File: config.mk
export PLATFORM = sky130hd
export DESIGN_NAME = uart_rx_buffer
export DESIGN_NICKNAME = d
export VERILOG_FILES = /design/src/rtl/uart_rx_buffer.sv
export SDC_FILE = /design/constraint.sdc
export NUM_CORES = 1
export LEC_CHECK = 0
export CAP_MARGIN = 15
export CORE_AREA = 10 10 131 121
export CTS_BUF_LIST = sky130_fd_sc_hd__clkbuf_16
export DETAILED_ROUTE_END_ITERATION = 6
export DIE_AREA = 0 0 141 131
export PLACE_DENSITY = 0.86
export SETUP_SLACK_MARGIN = 0.05
export SLEW_MARGIN = 20
export SYNTH_ARGS = -nofsm -noshare
export SYNTH_HDL_FRONTEND = slang
export SYNTH_SLANG_ARGS = --single-unit
export TNS_END_PERCENT = 30
File: constraint.sdc
create_clock -name clk -period 2.34 [get_ports clk]
set_input_delay 0.351 -clock clk [delete_from_list [all_inputs] [get_ports clk]]
set_output_delay 0.351 -clock clk [all_outputs]
set_load 0.02 [all_outputs]
File: src/rtl/uart_rx_buffer.sv
// -----------------------------------------------------------------------------
// uart_rx_buffer
//   8N1 UART receiver feeding a first-word-fall-through circular FIFO.
//   The serial input is double-flopped, framed by a four-state FSM that
//   samples mid-bit, and complete bytes are pushed into the FIFO on the
//   stop-bit sample.
//
// Parameters
//   CLOCK_FREQ   clock frequency in Hz
//   BIT_RATE     serial bit rate in bit/s
//   BUFFER_SIZE  FIFO depth in bytes (power of two, >= 2)
//
// Ports
//   clk          rising-edge clock
//   reset        synchronous active-high reset
//   rx           asynchronous serial line, idles high
//   rd_en        consumer pop request (ignored while empty)
//   rd_data      FIFO head byte, 8'h00 while empty
//   empty/full   FIFO occupancy flags
//   count        number of bytes held
//   frame_error  one-cycle pulse when a stop bit samples low
//   overrun      one-cycle pulse when a byte is dropped on a full FIFO
// -----------------------------------------------------------------------------
module uart_rx_buffer #(
    parameter int CLOCK_FREQ  = 50000000,
    parameter int BIT_RATE    = 115200,
    parameter int BUFFER_SIZE = 16
) (
    input  logic                         clk,
    input  logic                         reset,
    input  logic                         rx,
    input  logic                         rd_en,
    output logic [7:0]                   rd_data,
    output logic                         empty,
    output logic                         full,
    output logic [$clog2(BUFFER_SIZE):0] count,
    output logic                         frame_error,
    output logic                         overrun
);

    localparam int CLKS_PER_BIT = CLOCK_FREQ / BIT_RATE;
    localparam int HALF         = CLKS_PER_BIT / 2;
    localparam int AW           = $clog2(BUFFER_SIZE);
    localparam int TW           = $clog2(CLKS_PER_BIT + 1);

    localparam logic [TW-1:0] BIT_END  = TW'(CLKS_PER_BIT - 1);
    localparam logic [TW-1:0] HALF_END = TW'(HALF - 1);
    localparam logic [AW:0]   DEPTH    = (AW + 1)'(BUFFER_SIZE);

    typedef enum logic [1:0] {
        IDLE  = 2'd0,
        START = 2'd1,
        DATA  = 2'd2,
        STOP  = 2'd3
    } state_t;

    logic          rx_meta_q;
    logic          rx_sync_q;

    state_t        state_q;
    logic [TW-1:0] timer_q;
    logic [2:0]    bit_idx_q;
    logic [7:0]    shift_q;
    logic          err_wait_q;   // bad stop bit seen, waiting for line to go idle
    logic          frame_error_q;

    logic [7:0]    mem_q [BUFFER_SIZE];
    logic [AW-1:0] wr_ptr_q;
    logic [AW-1:0] rd_ptr_q;
    logic [AW:0]   count_q;
    logic [AW:0]   count_d;
    logic          overrun_q;

    logic          bit_done;
    logic          push_req;
    logic          push_ok;
    logic          pop;

    // Two-flop synchronizer; resets to the idle line level so a reset never
    // looks like a start edge.
    always_ff @(posedge clk) begin
        if (reset) begin
            rx_meta_q <= 1'b1;
            rx_sync_q <= 1'b1;
        end else begin
            rx_meta_q <= rx;
            rx_sync_q <= rx_meta_q;
        end
    end

    assign bit_done = (timer_q == BIT_END);

    // Push is decided in the same cycle the good stop bit is sampled.
    assign push_req = (state_q == STOP) && !err_wait_q && bit_done && rx_sync_q;

    always_ff @(posedge clk) begin
        if (reset) begin
            state_q       <= IDLE;
            timer_q       <= '0;
            bit_idx_q     <= '0;
            shift_q       <= '0;
            err_wait_q    <= 1'b0;
            frame_error_q <= 1'b0;
        end else begin
            frame_error_q <= 1'b0;
            case (state_q)
                IDLE: begin
                    timer_q    <= '0;
                    bit_idx_q  <= '0;
                    err_wait_q <= 1'b0;
                    if (!rx_sync_q) begin
                        state_q <= START;
                    end
                end
                START: begin
                    // Re-check the line at the middle of the start bit.
                    if (timer_q == HALF_END) begin
                        timer_q <= '0;
                        state_q <= rx_sync_q ? IDLE : DATA;
                    end else begin
                        timer_q <= timer_q + 1'b1;
                    end
                end
                DATA: begin
                    if (bit_done) begin
                        timer_q   <= '0;
                        shift_q   <= {rx_sync_q, shift_q[7:1]};
                        bit_idx_q <= bit_idx_q + 3'd1;
                        if (bit_idx_q == 3'd7) begin
                            state_q <= STOP;
                        end
                    end else begin
                        timer_q <= timer_q + 1'b1;
                    end
                end
                STOP: begin
                    if (err_wait_q) begin
                        if (rx_sync_q) begin
                            err_wait_q <= 1'b0;
                            state_q    <= IDLE;
                        end
                    end else if (bit_done) begin
                        timer_q <= '0;
                        if (rx_sync_q) begin
                            state_q <= IDLE;
                        end else begin
                            frame_error_q <= 1'b1;
                            err_wait_q    <= 1'b1;
                        end
                    end else begin
                        timer_q <= timer_q + 1'b1;
                    end
                end
                default: state_q <= IDLE;
            endcase
        end
    end

    // A pop on a full FIFO frees the slot the simultaneous push needs.
    assign pop     = rd_en && (count_q != '0);
    assign push_ok = push_req && ((count_q != DEPTH) || pop);

    always_comb begin
        count_d = count_q;
        case ({push_ok, pop})
            2'b10:   count_d = count_q + 1'b1;
            2'b01:   count_d = count_q - 1'b1;
            default: count_d = count_q;
        endcase
    end

    always_ff @(posedge clk) begin
        if (push_ok) begin
            mem_q[wr_ptr_q] <= shift_q;
        end
    end

    always_ff @(posedge clk) begin
        if (reset) begin
            wr_ptr_q  <= '0;
            rd_ptr_q  <= '0;
            count_q   <= '0;
            overrun_q <= 1'b0;
        end else begin
            overrun_q <= push_req && !push_ok;
            if (push_ok) begin
                wr_ptr_q <= wr_ptr_q + 1'b1;
            end
            if (pop) begin
                rd_ptr_q <= rd_ptr_q + 1'b1;
            end
            count_q <= count_d;
        end
    end

    assign empty       = (count_q == '0);
    assign full        = (count_q == DEPTH);
    assign count       = count_q;
    assign rd_data     = empty ? 8'h00 : mem_q[rd_ptr_q];
    assign frame_error = frame_error_q;
    assign overrun     = overrun_q;

endmodule

==> reports/metrics.yaml <==
outcome:
  status: "finished, violations left"
  violations: "setup timing"
grt:
  grt_max_degree: 32
  grt_pass1_vias: 4389
  grt_pass1_wl_mm: 23.62
  antenna_found_initial: 1
  overflow: 0
  grt_util_all_layers_pct: 16.95
critical_path:
  cpMaxStageDelayCell: "mux4_2"
  path_buf_inv: 3
  cp_data_required_time_ns: 1.99
  path_class: "flop to output port"
  end_kind: "output port"
  worstPathArrival_ns: 2.42
  critPathMaxFanout: 7
  r2r_start: "count[0]"
  critical_path.cell_chain: "buf_12 -> buf_12 -> mux4_2 -> mux4_2 -> nor2b_4 -> buf_6"
  critical_path.top_delay_family: "multiplexers"
  start_kind: "flop"
  slowest_delay_ns: 0.53
synth:
  syn_area_um2: 7063
  synth_top_area_share_pct: 54.42
  ys_types: 53
  yosysSeqAreaShare_pct: 66.89
  synthTopCellsByArea: "edfxtp_1 (54%), mux4_2 (13%), dfxtp_1 (12%)"
  syn_area_per_cell_um2: 15.84
  synth_enable_flop_cells: 128
  yosysWarnings: 0
  synth_fp_nets: 466
  async_flop_share_pct: 0
  syn_inst: 446
  synth_seq_cells: 172
  synth_area_leader_cell: "edfxtp_1"
  synthFlopType: "edfxtp_1"
floorplan:
  dieArea_um2: 18470
  initial_utilization_pct: 53.86
  rows: 40
  die-width_um: 141
  ios: 21
  fp.dieH_um: 131
  coreArea_um2: 13110
sta:
  setup_viol: 10
  finalHoldViolCount: 0
  worst_pin_slew_ns: 0.7490
  whs_ns: 0.4152
  min_period_ns: 2.775
  setup_ws_ns: -0.4349
  drv_slew: 0
  rsz0062_at_grt: "true"
  fmax_mhz: 360.4
  maxSlewHeadroom_pct: 50.00
  post-route-period-util_pct: 118.6
  fin_worst_skew_ns: 0.01009
power:
  p_leak_uw: 0.002914
  powerDensity_nw_per_um2: 982.2
  peakVddDrop_v: 0.0007419
worst_hold_path:
  min_path_type: "flop to flop"
  hp-start: "rx_meta_q"
drt:
  first_pass_iters: 4
  wirelength_mm: 14.73
  final_antenna_net_count: 0
  drc: 0
  drt_iter0_drc: 397
  via_per_inst: 5.859
  wl_per_cell_um: 20.98
  vias: 4113
finish:
  num_antenna_cells: 0
  final_common_cell: "edfxtp_1"
  final_util_pct: 65.07
  fin_cells: 702
  drive_gt1_share_pct: 30.15
  final_cell_mix: "edfxtp_1 (128), buf_4 (49), nor2_1 (41), mux4_2 (40), dfxtp_1 (40)"
  final_area_um2: 8532
  area_delta_synth_final_pct: 20.80
  final_nets: 542
clock_network:
  cts_buffer_depth: 2
  clockRootBuffer: "clkbuf_16"
  cts_buffers: 17
  clkTransAtPathRegs_ns: 0.07
  cts.sinks: 172
  htree_levels: 4
  clk_latency_ns: 0.42
  cts_tree: "yes"
  hold_buffers: 0
run:
  drv_cap: 0
place:
  port_buffers: 20
  gp_congestion: 0.9101
  placed_cell_area_um2: 7819
  dp_slack_ns: -0.3163
  dp.cells: 663
  dp.final_hpwl_mm: 9.711
synth_stat cells, types with 2 or more instances:
cell and n:
edfxtp_1 128, dfxtp_1 44, nor2_1 41, mux4_2 40, nand2_1 27, a21oi_1 17
ha_1 16, nor2b_1 12, clkbuf_1 11, inv_1 11, nand3_1 8, nor3_1 8
xor2_1 8, xnor2_1 6, buf_2 5, nand4_1 4, or2_2 4, a21o_1 3
a22oi_1 3, and2_1 3, mux2i_1 3, nand2b_1 3, nor4_1 3, o21ai_0 3
a211oi_1 2, and3_1 2, mux2_4 2, nand3b_1 2, nand4b_1 2, o31ai_1 2
through the flow:
stage	setup TNS, ns	power [µW]
after global placement	-2.208	5528
after global routing	-4.021	8744
after floorplan	-1.278	4785
after CTS	-3.305	8430
final	-3.313	8380
after detailed placement	-2.535	5607
worst paths after layout:
kind | to | slack (ns) | cells after the start
hold reg to reg | rx_sync_q | 0.42 | 1
setup reg to reg | count[4] | 0 | 8
hold / removal | rx_sync_q | 0.42 | 1
setup / recovery | rd_data[0] | -0.43 | 6
where the power goes:
group	total (µW)	switching (µW)	internal, µW
Combinational	2510	1130	1380
Sequential	3380	73.4	3310
Clock	2490	1140	1350
routing by layer:
| layer | GRT usage, % | up-vias | wire length, µm |
|---|---|---|---|
| met3 | 5.736 | 19 | 1102 |
| li1 | - | 1856 | - |
| met4 | 7.039 | 0 | 301 |
| met5 | 0 | - | 0 |
| met2 | 27.92 | 177 | 7492 |
| met1 | 20.14 | 2061 | 5830 |
flip-flops by register name (all words and copies together) (netlist names), named ones only:
signal	count
err_wait_q	1
bit_idx_q	3
timer_q	9
state_q	1
rx_sync_q	1
frame_error	1
wr_ptr_q	4
overrun	1
rx_meta_q	1
mem_q	128
shift_q	8
rd_ptr_q	4
count	5
timing repair:
item                                    4_1_cts  5_1_grt
pin swaps                                     0        1
endpoints found under the setup margin       12       11
cloned                                        3        0
buffers inserted                              5        0
endpoints found under the hold margin         0        0
resized for setup                            62        1
layout make-up:
class | instances | area (µm²)
flip-flops and latches | 172 | 4732
inverters | 11 | 41.29
clock inverters | 14 | 96.34
well taps | 168 | 210.2
fillers | 914 | 4581
clock buffers | 17 | 425.4
multi-input cells | 244 | 2262
repair buffers | 76 | 764.5
kinds of logic (layout without fill, tap and decap cells):
kind of cell	count (synthesis)	in the layout	synth area share, %
AND/OR/NAND/NOR	129	129	9.159
flip-flops	172	172	66.89
XOR/XNOR	14	14	1.736
buffers and inverters	30	118	1.931
adder cells (fa/ha/maj)	16	16	2.834
AO/OA/AOI/OAI	40	40	3.844
multiplexers	45	45	13.60
No activity file was read; power rests on OpenSTA's default activity.
